===== src/rtl/pinball_pkg.sv =====
// Shared types and defaults for the pinball game-flow controller and HUD.
package pinball_pkg;

   typedef enum logic [2:0] {IDLE, PLAY, LOST, LEVEL_UP, GAME_OVER} game_state_t;

   localparam int DEFAULT_LIVES      = 3;
   localparam int DEFAULT_NUM_LEVELS = 4;

   // Level index width, never narrower than one bit.
   function automatic int level_w(input int num_levels);
      return (num_levels > 1) ? $clog2(num_levels) : 1;
   endfunction

endpackage


===== src/rtl/pinball_edge_detect.sv =====
// Rising-edge pulse generator; reset loads the current input level so a held key yields no pulse.
module pinball_edge_detect (
   input  logic clk,
   input  logic reset,
   input  logic sig,
   output logic pulse
);

   logic sig_d;

   always_ff @(posedge clk) begin
      if (reset) sig_d <= sig;
      else       sig_d <= sig;
   end

   assign pulse = sig & ~sig_d;

endmodule


===== src/rtl/pinball_game_ctrl.sv =====
// Pinball game-flow controller: start/pause/play with lives, levels, hit cooldown and game over.
module pinball_game_ctrl
   import pinball_pkg::*;
#(
   parameter int SCORE_W            = 8,
   parameter int LIVES              = DEFAULT_LIVES,
   parameter int NUM_LEVELS         = DEFAULT_NUM_LEVELS,
   parameter int LEVEL_SCORE        = 10,
   parameter int HIT_COOLDOWN       = 16,
   parameter int KEEP_SCORE_ON_LOSS = 1
) (
   input  logic                                clk,
   input  logic                                reset,
   input  logic                                start_key,
   input  logic                                collision_bottom,
   input  logic                                collision_obstacle_real,
   output logic                                pause,
   output logic                                reset_level,
   output logic                                level_up,
   output logic                                game_over,
   output logic [SCORE_W-1:0]                  score,
   output logic [$clog2(LIVES+1)-1:0]          lives,
   output logic [level_w(NUM_LEVELS)-1:0]      level
);

   localparam int LW  = $clog2(LIVES + 1);
   localparam int LVW = level_w(NUM_LEVELS);
   localparam int HW  = $clog2(LEVEL_SCORE + 1);
   localparam int CW  = $clog2(HIT_COOLDOWN + 1);

   game_state_t     state, state_nxt;
   logic            start_evt;
   logic            counted_hit;
   logic [HW-1:0]   hit_cnt, hit_cnt_nxt;
   logic [CW-1:0]   cooldown;

   pinball_edge_detect u_start_edge (
      .clk   (clk),
      .reset (reset),
      .sig   (start_key),
      .pulse (start_evt)
   );

   always_ff @(posedge clk) begin
      if (reset) state <= IDLE;
      else       state <= state_nxt;
   end

   // Hit counter holds at LEVEL_SCORE on the last level while score keeps counting.
   assign hit_cnt_nxt = (hit_cnt == HW'(LEVEL_SCORE)) ? hit_cnt : hit_cnt + 1'b1;

   always_comb begin
      state_nxt   = state;
      pause       = 1'b1;
      reset_level = 1'b0;
      level_up    = 1'b0;
      game_over   = 1'b0;
      counted_hit = 1'b0;
      case (state)
         IDLE: begin
            if (start_evt) state_nxt = PLAY;
         end
         PLAY: begin
            pause = 1'b0;
            if (collision_bottom) begin
               state_nxt = LOST;
            end else if (collision_obstacle_real && cooldown == '0) begin
               counted_hit = 1'b1;
               if (hit_cnt_nxt == HW'(LEVEL_SCORE) && level != LVW'(NUM_LEVELS - 1))
                  state_nxt = LEVEL_UP;
            end
         end
         LOST: begin
            reset_level = 1'b1;
            state_nxt   = (lives == LW'(1)) ? GAME_OVER : IDLE;
         end
         LEVEL_UP: begin
            level_up    = 1'b1;
            reset_level = 1'b1;
            state_nxt   = IDLE;
         end
         GAME_OVER: begin
            game_over = 1'b1;
            if (start_evt) state_nxt = IDLE;
         end
         default: state_nxt = IDLE;
      endcase
   end

   always_ff @(posedge clk) begin
      if (reset) begin
         score    <= '0;
         lives    <= LW'(LIVES);
         level    <= '0;
         hit_cnt  <= '0;
         cooldown <= '0;
      end else begin
         if (cooldown != '0) cooldown <= cooldown - 1'b1;
         case (state)
            PLAY: begin
               if (counted_hit) begin
                  if (score != '1) score <= score + 1'b1;
                  hit_cnt  <= hit_cnt_nxt;
                  cooldown <= CW'(HIT_COOLDOWN);
               end
            end
            LOST: begin
               lives <= lives - 1'b1;
               if (KEEP_SCORE_ON_LOSS == 0) score <= '0;
            end
            LEVEL_UP: begin
               level   <= level + 1'b1;
               hit_cnt <= '0;
            end
            GAME_OVER: begin
               if (start_evt) begin
                  score    <= '0;
                  lives    <= LW'(LIVES);
                  level    <= '0;
                  hit_cnt  <= '0;
                  cooldown <= '0;
               end
            end
            default: ;
         endcase
      end
   end

endmodule


===== config.mk =====
export PLATFORM = sky130hd
export DESIGN_NAME = pinball_game_ctrl
export DESIGN_NICKNAME = d
export VERILOG_FILES = /design/src/rtl/pinball_pkg.sv /design/src/rtl/pinball_edge_detect.sv /design/src/rtl/pinball_game_ctrl.sv
export SDC_FILE = /design/constraint.sdc
export NUM_CORES = 1
export LEC_CHECK = 0
export ABC_AREA = 1
export CAP_MARGIN = 40
export CORE_MARGIN = 1
export CORE_UTILIZATION = 45
export CTS_CLUSTER_DIAMETER = 100
export CTS_CLUSTER_SIZE = 16
export DETAILED_ROUTE_END_ITERATION = 8
export PLACE_DENSITY = 0.72
export SYNTH_ARGS = -nofsm -noshare
export SYNTH_HDL_FRONTEND = slang
export SYNTH_SLANG_ARGS = --single-unit

===== constraint.sdc =====
create_clock -name clk -period 1.5 [get_ports clk]
set_clock_uncertainty 0.15 [all_clocks]
set_input_delay 0.375 -clock clk [delete_from_list [all_inputs] [get_ports clk]]
set_output_delay 0.375 -clock clk [all_outputs]
set_load 0.03 [all_outputs]

# Word-level counts from Yosys, hierarchy flattened
# Cells that the tools add are included.
[op_classes] bitwise_logic=2 eq_ne=15 order_cmp=0 n_shift=0 addsub=5 reduce_logical=15 div=0 n_mul=0 mux=30
[ops] operator="8-bit 2-to-1 mux" n=3
[ops] operator="3-bit 2-to-1 mux" n=6
[ops] operator="8-bit one-hot mux with 2 select lines" n=1
[ops] operator="5-bit 2-to-1 mux" n=3
[ops] operator="4-bit 2-to-1 mux" n=3
[ops] operator="3-bit one-hot mux with 4 select lines" n=1
[ops] operator="4-bit one-hot mux with 3 select lines" n=1
[ops] operator="2-bit inequality test, second input constant" n=5
[ops] operator="5-bit one-hot mux with 2 select lines" n=1
[ops] operator="8-bit by 1-bit adder with 8-bit output, second input constant" n=1
[ops] operator="4-bit equality test, second input constant" n=2
[ops] operator="8-bit inequality test, second input constant" n=1
[ops] operator="2-bit one-hot mux with 2 select lines" n=2
[ops] operator="4-bit AND reduction" n=2
[ops] operator="1-bit 2-to-1 mux" n=7
[ops] operator="3-bit by 2-bit equality test with 1-bit output, second input constant" n=2
[ops] operator="3-bit inequality test, second input constant" n=2
[ops] operator="2-bit nonzero test" n=3
[ops] operator="5-bit zero test" n=1
[ops] operator="5-bit nonzero test" n=1
[ops] operator="5-bit by 1-bit subtractor with 5-bit output, second input constant" n=1
[ops] operator="4-bit by 1-bit adder with 4-bit output, second input constant" n=1
[ops] operator="2-bit 2-to-1 mux" n=2
[ops] operator="2-bit AND reduction" n=2
[ops] operator="other kinds (12)" n=13
[word_totals] ff_bits=25 memories=0 wordCells=74 latchBits=0 input_bits=5 mem_bits_ro=0 mem_bits_rw=0

# Depth between registers and ports, before layout
[logic_depth] depth_word=8 ltp_mapped=10 mapped_depth_nobuf=10

# Cells and area by module
# Synthesis repeated with hierarchy kept, for this count alone.
[unflattened] hier_cells=217 area_unflattened_um2=1515.2
[modules_own_cells] module="pinball_game_ctrl" instances=1 cells_each=214 area_per_inst_um2=1485.2 seq_area_each_um2=480.5
[modules_own_cells] module="pinball_edge_detect" instances=1 cells_each=3 area_per_inst_um2=30.0 seq_area_each_um2=20.0

# Worst setup path after synthesis
# No wires, ideal clock.
[synth_timing] path_kind="register -> output" start="reg state[1]" end="out level_up" required_ps=975 t_arrival_ps=1299 setup_slack_ps=-324 path_stages_with_launch=5 path_buffers=0 cell_sequence="dfxtp_1 > inv_1 > nor2_1 > nand2_1 > inv_1"
[synth_via] elab_chain_len=2
[synth_rtl] element="start, declared" line="pinball_game_ctrl.sv:31" source="game_state_t state, state_nxt;"
[synth_rtl] element="start signal, assigned" line="pinball_game_ctrl.sv:46" source="else state <= state_nxt;"
[synth_rtl] element="3-bit by 2-bit equality test with 1-bit output" line="pinball_game_ctrl.sv:59" source="case (state)"
[synth_rtl] element="1-bit 2-to-1 mux" line="pinball_game_ctrl.sv:59"
[synth_rtl] element="end, declared" line="pinball_game_ctrl.sv:19" source="output logic level_up,"
# No other way between the ends.

# Worst setup path in the final report
[layout_timing] start="reg state[0]" end="out game_over"
[layout_via] elab_chain_len=2
[layout_rtl] element="3-bit equality test" line="pinball_game_ctrl.sv:59"
[layout_rtl] element="1-bit 2-to-1 mux" line="pinball_game_ctrl.sv:59"
[layout_rtl] element="end, declared" line="pinball_game_ctrl.sv:20" source="output logic game_over,"
# No other way between the ends.

==> run summary <==
The run finished, with violations left. The final reports fail on setup timing. The relative contribution of the clock network to total power was 0.155; the power per cell area was 807 nW/um^2. The internal power of the cells totals 1.27 mW.

The slowest stage of the critical path is the sky130_fd_sc_hd__dfxtp_2 cell. For the total count of max-transition violations in the final report, the log shows 0. The final worst-path cycle share is 1.17, and the count of distinct cell types in the synthesized netlist is 29. Hold repair after CTS inserted 0 buffers. The run gives 0.474 as the initial cell density of the core. The overall die area was 3450 um^2; the die boundary width was 58.7 um. The logs give 0.711 mW for the power spent charging and discharging nets and -3860 ps for the post-route setup TNS. Using the TritonRoute via totals, the vias-per-cell ratio works out to 5.13.

The maximum level of the CTS H-tree is 1, and the multiplexer fraction of the synthesized cell area is 0. Buffers inserted during clock tree synthesis total 3. For this block, the via count after detailed routing is 1661.

Setup repair after global routing could not meet its margin everywhere. The first global-routing pass estimated 5880 um of wire. The number of nets handed over by synthesis was 220. Max-cap violations in this run came to 0. The detail route stage leaves a number of antenna-violating nets equal to 0. After detailed routing, the total wire length is 4550 um.

After synthesis, the largest family of logic cells by area is simple AND/OR/NAND/NOR gates. Summed over all nets, the half-perimeter wirelength after detailed placement is 2540 um. Fraction of power spent switching nets: 0.359.

The worst-case IR drop observed on VDD is 455 uV. The utilization after layout is 0.804, and the number of fillers in the final layout is 198. The run gives 0.386 as the portion of total power attributed to sequential cells. The kind of launch point of the worst setup path is a flop. STA classifies the critical path endpoint as an output port.

The area fraction in and, or, nand and nor cells after synthesis came out at 0.388. The maximum single-stage delay on the critical path was 350 ps. The run gives 350 ps as the smallest hold slack.

The logs give 534 um^2 for the sequential standard cell area and 1110 um^2 for the area taken by multi-input logic gates. The adder and majority cell fraction of the synthesized area came out at 0.0519. STA puts the critical path data required time at 970 ps.

Routability-driven placement finished with a final weighted congestion of 0.776. The via count of the first global-routing pass was 1363; the number of DRC violations after detailed routing was 0. Counting stages on the worst path, the most repeated cell is sky130_fd_sc_hd__buf_6.

In the final design database the tool counted 292 nets. Synthesis produced 209 cells. The largest net degree at the start of global routing was 14. Layout overhead on the synthesized area: 69.6%. The core region is 3050 um^2. The number of DRC violations after detailed-routing iteration 0 is 89, and the largest buffer count on any clock path is 2. Upper clock frequency limit: 0.571 GHz.

Worst slew slack as a fraction of its limit: 0.809. Main flop type after synthesis: sky130_fd_sc_hd__dfxtp_1. The number of search-and-repair iterations in the first detailed-routing pass came out at 4. TritonCTS built the clock tree. For the worst setup path, the data arrival time is 1230 ps. Yosys mapped a number of flops with a built-in enable equal to 0. The combinational cell fraction of total power is 0.459. Walking the worst path, the cells encountered are inv_2 > buf_6 > nand2_4 > nor2_8 > buf_6 > buf_6. The register area share after synthesis was 0.346.

The cell row count came out at 20. 21 I/O pins were placed. The post-synth design cell area is 1450 um^2, and the share of the synthesized area in compound gates (AO/OA/AOI/OAI) is 0.102. The total global-route track usage came out at 0.224.

The die boundary height was 58.7 um. The clock reaches the later pin of the worst-skew pair after 310 ps. CTS root buffer: sky130_fd_sc_hd__clkbuf_4. The logs give 1.03 nW for the reported leakage power and 0 for the initial antenna violation count. 0 antenna diodes ended up in the layout. The async set-reset flop share out of synthesis is 0. Clock-pin slew was measured on the worst setup and hold paths at 140 ps. The post-layout minimum cycle time is 1750 ps, and the final count of hold timing violations is 0.

After detailed routing, the average wire length per cell comes to 14.1 um. In this run the worst path has a maximum fanout of 4. Counting every sink on the clock net gives 25. The number of flip-flops and latches in the synthesized netlist is 25, and the global-route congestion overflow total is 0. The xor and xnor fraction of the mapped netlist area is 0.0363, and the final total power is 1.98 mW. The setup violation total in the final timing report is 26.

The fraction of layout cells with a size suffix above 1 was 0.546. The worst setup path is of the reg2out kind. The class of the worst hold path is reg2reg. The logs give -252 ps for the final worst slack and 0 for the synthesis warning total. During placement, the flow inserted port buffers numbering 20.

At the pin with the least slew margin, the transition time is 286 ps. The post-synthesis area per instance works out to 6.92 um^2.
-- repair_timing --
| action | CTS | global route |
|---|---|---|
| setup buffers | 5 | 10 |
| endpoints found under the setup margin | 30 | 31 |
| resized for setup | 43 | 64 |
| cloned | 0 | 1 |
| pin swaps | 12 | 25 |
-- final timing paths --
path,start,to,slack (ps),cells after the start
hold / removal,level[1]$_SDFFE_PP0P_,level[1]$_SDFFE_PP0P_,350,2
hold reg to reg,level[1]$_SDFFE_PP0P_,level[1]$_SDFFE_PP0P_,350,2
setup / recovery,state[0]$_SDFFE_PP0P_,game_over,-250,6
setup reg to reg,state[0]$_SDFFE_PP0P_,score[4]$_SDFFE_PP0P_,-180,11
-- per-stage QoR --
stage          std cells  instance area (um^2)  setup WS [ps]
4_1_cts              313                  2160           -263
6_report             324                  2450           -252
5_1_grt              324                  2450           -302
2_1_floorplan        209                  1510          -12.3
3_3_place_gp         304                  1960           -387
3_5_place_dp         304                  1960           -447
-- sequential cells by signal, summed over array words and instances (netlist names) --
| name | cells |
|---|---|
| u_start_edge.sig_d | 1 |
| hit_cnt | 4 |
| cooldown | 5 |
| state | 3 |
| lives | 2 |
| score | 8 |
| level | 2 |
-- logic make-up after synthesis --
group | after synthesis
fa+ha+maj | 6
xor+xnor | 6
buf+inv | 29
compound gates | 27
simple gates | 116
flops | 25
-- cell usage after synthesis (2+ instances only) --
| cell type | number | share of area |
|---|---|---|
| sky130_fd_sc_hd__a21oi_1 | 18 | 0.062 |
| sky130_fd_sc_hd__dfxtp_1 | 25 | 0.35 |
| sky130_fd_sc_hd__ha_1 | 6 | 0.052 |
| sky130_fd_sc_hd__inv_1 | 23 | 0.060 |
| sky130_fd_sc_hd__inv_2 | 4 | 0.010 |
| sky130_fd_sc_hd__nand2_1 | 49 | 0.13 |
| sky130_fd_sc_hd__nand2_2 | 3 | 0.013 |
| sky130_fd_sc_hd__nand3_1 | 17 | 0.059 |
| sky130_fd_sc_hd__nand4_1 | 2 | 0.0086 |
| sky130_fd_sc_hd__nor2_1 | 29 | 0.075 |
| sky130_fd_sc_hd__nor2_2 | 3 | 0.013 |
| sky130_fd_sc_hd__nor3_1 | 4 | 0.014 |
| sky130_fd_sc_hd__nor3_4 | 2 | 0.022 |
| sky130_fd_sc_hd__o21ai_0 | 4 | 0.014 |
| sky130_fd_sc_hd__o21bai_1 | 2 | 0.010 |
| sky130_fd_sc_hd__xnor2_1 | 4 | 0.024 |
| sky130_fd_sc_hd__xor2_1 | 2 | 0.012 |
-- routing by layer --
metal	vias up	wire length (um)	GRT usage
li1	813	-	-
met1	774	1900	0.287
met2	56	2270	0.392
met3	18	207	0.0198
met4	0	177	0.0782
met5	-	0	0
-- worst max-delay path, delay by kind of cell (launching register included) --
family / cells / cell delay [ps]
buffers and inverters: 4 / 380
DFF: 1 / 350
and+or+nand+nor: 2 / 180
-- power groups by stage --
stage | registers (mW) | logic (mW) | clock network (mW)
2_1_floorplan | 0.797 | 0.404 | 0
3_3_place_gp | 0.774 | 0.674 | 0
3_5_place_dp | 0.777 | 0.688 | 0
4_1_cts | 0.766 | 0.729 | 0.307
5_1_grt | 0.772 | 0.982 | 0.337
6_report | 0.764 | 0.909 | 0.306
-- cells in the final DEF, fill, tap and decap left out, types with 3 or more instances in the layout --
master                            synthesis  final
sky130_fd_sc_hd__buf_4                    0     44
sky130_fd_sc_hd__nand2_1                 49     34
sky130_fd_sc_hd__nor2_1                  29     23
sky130_fd_sc_hd__buf_6                    0     18
sky130_fd_sc_hd__inv_1                   23     15
sky130_fd_sc_hd__nand2_2                  3     13
sky130_fd_sc_hd__nand3_1                 17     13
sky130_fd_sc_hd__a21oi_2                  0     12
sky130_fd_sc_hd__dfxtp_2                  0     12
sky130_fd_sc_hd__inv_2                    4      8
sky130_fd_sc_hd__dfxtp_1                 25      8
sky130_fd_sc_hd__a21oi_1                 18      6
sky130_fd_sc_hd__nand2_4                  1      5
sky130_fd_sc_hd__nor2_4                   0      5
sky130_fd_sc_hd__dfxtp_4                  0      5
sky130_fd_sc_hd__xnor2_1                  4      4
sky130_fd_sc_hd__nor2_2                   3      4
sky130_fd_sc_hd__nor3_1                   4      4
sky130_fd_sc_hd__ha_4                     0      4
sky130_fd_sc_hd__inv_4                    0      3
sky130_fd_sc_hd__nand3_2                  1      3
sky130_fd_sc_hd__nand3_4                  1      3
sky130_fd_sc_hd__clkbuf_4                 0      3
sky130_fd_sc_hd__clkdlybuf4s50_1          0      3
-- cell type report --
cell class	instances	share of cell area
multi-input cells	156	0.452
repair buffers	68	0.247
flip-flops and latches	25	0.218
inverters	27	0.0495
well taps	44	0.0224
clock buffers	4	0.0107
Power figures use the tool's default switching activity.
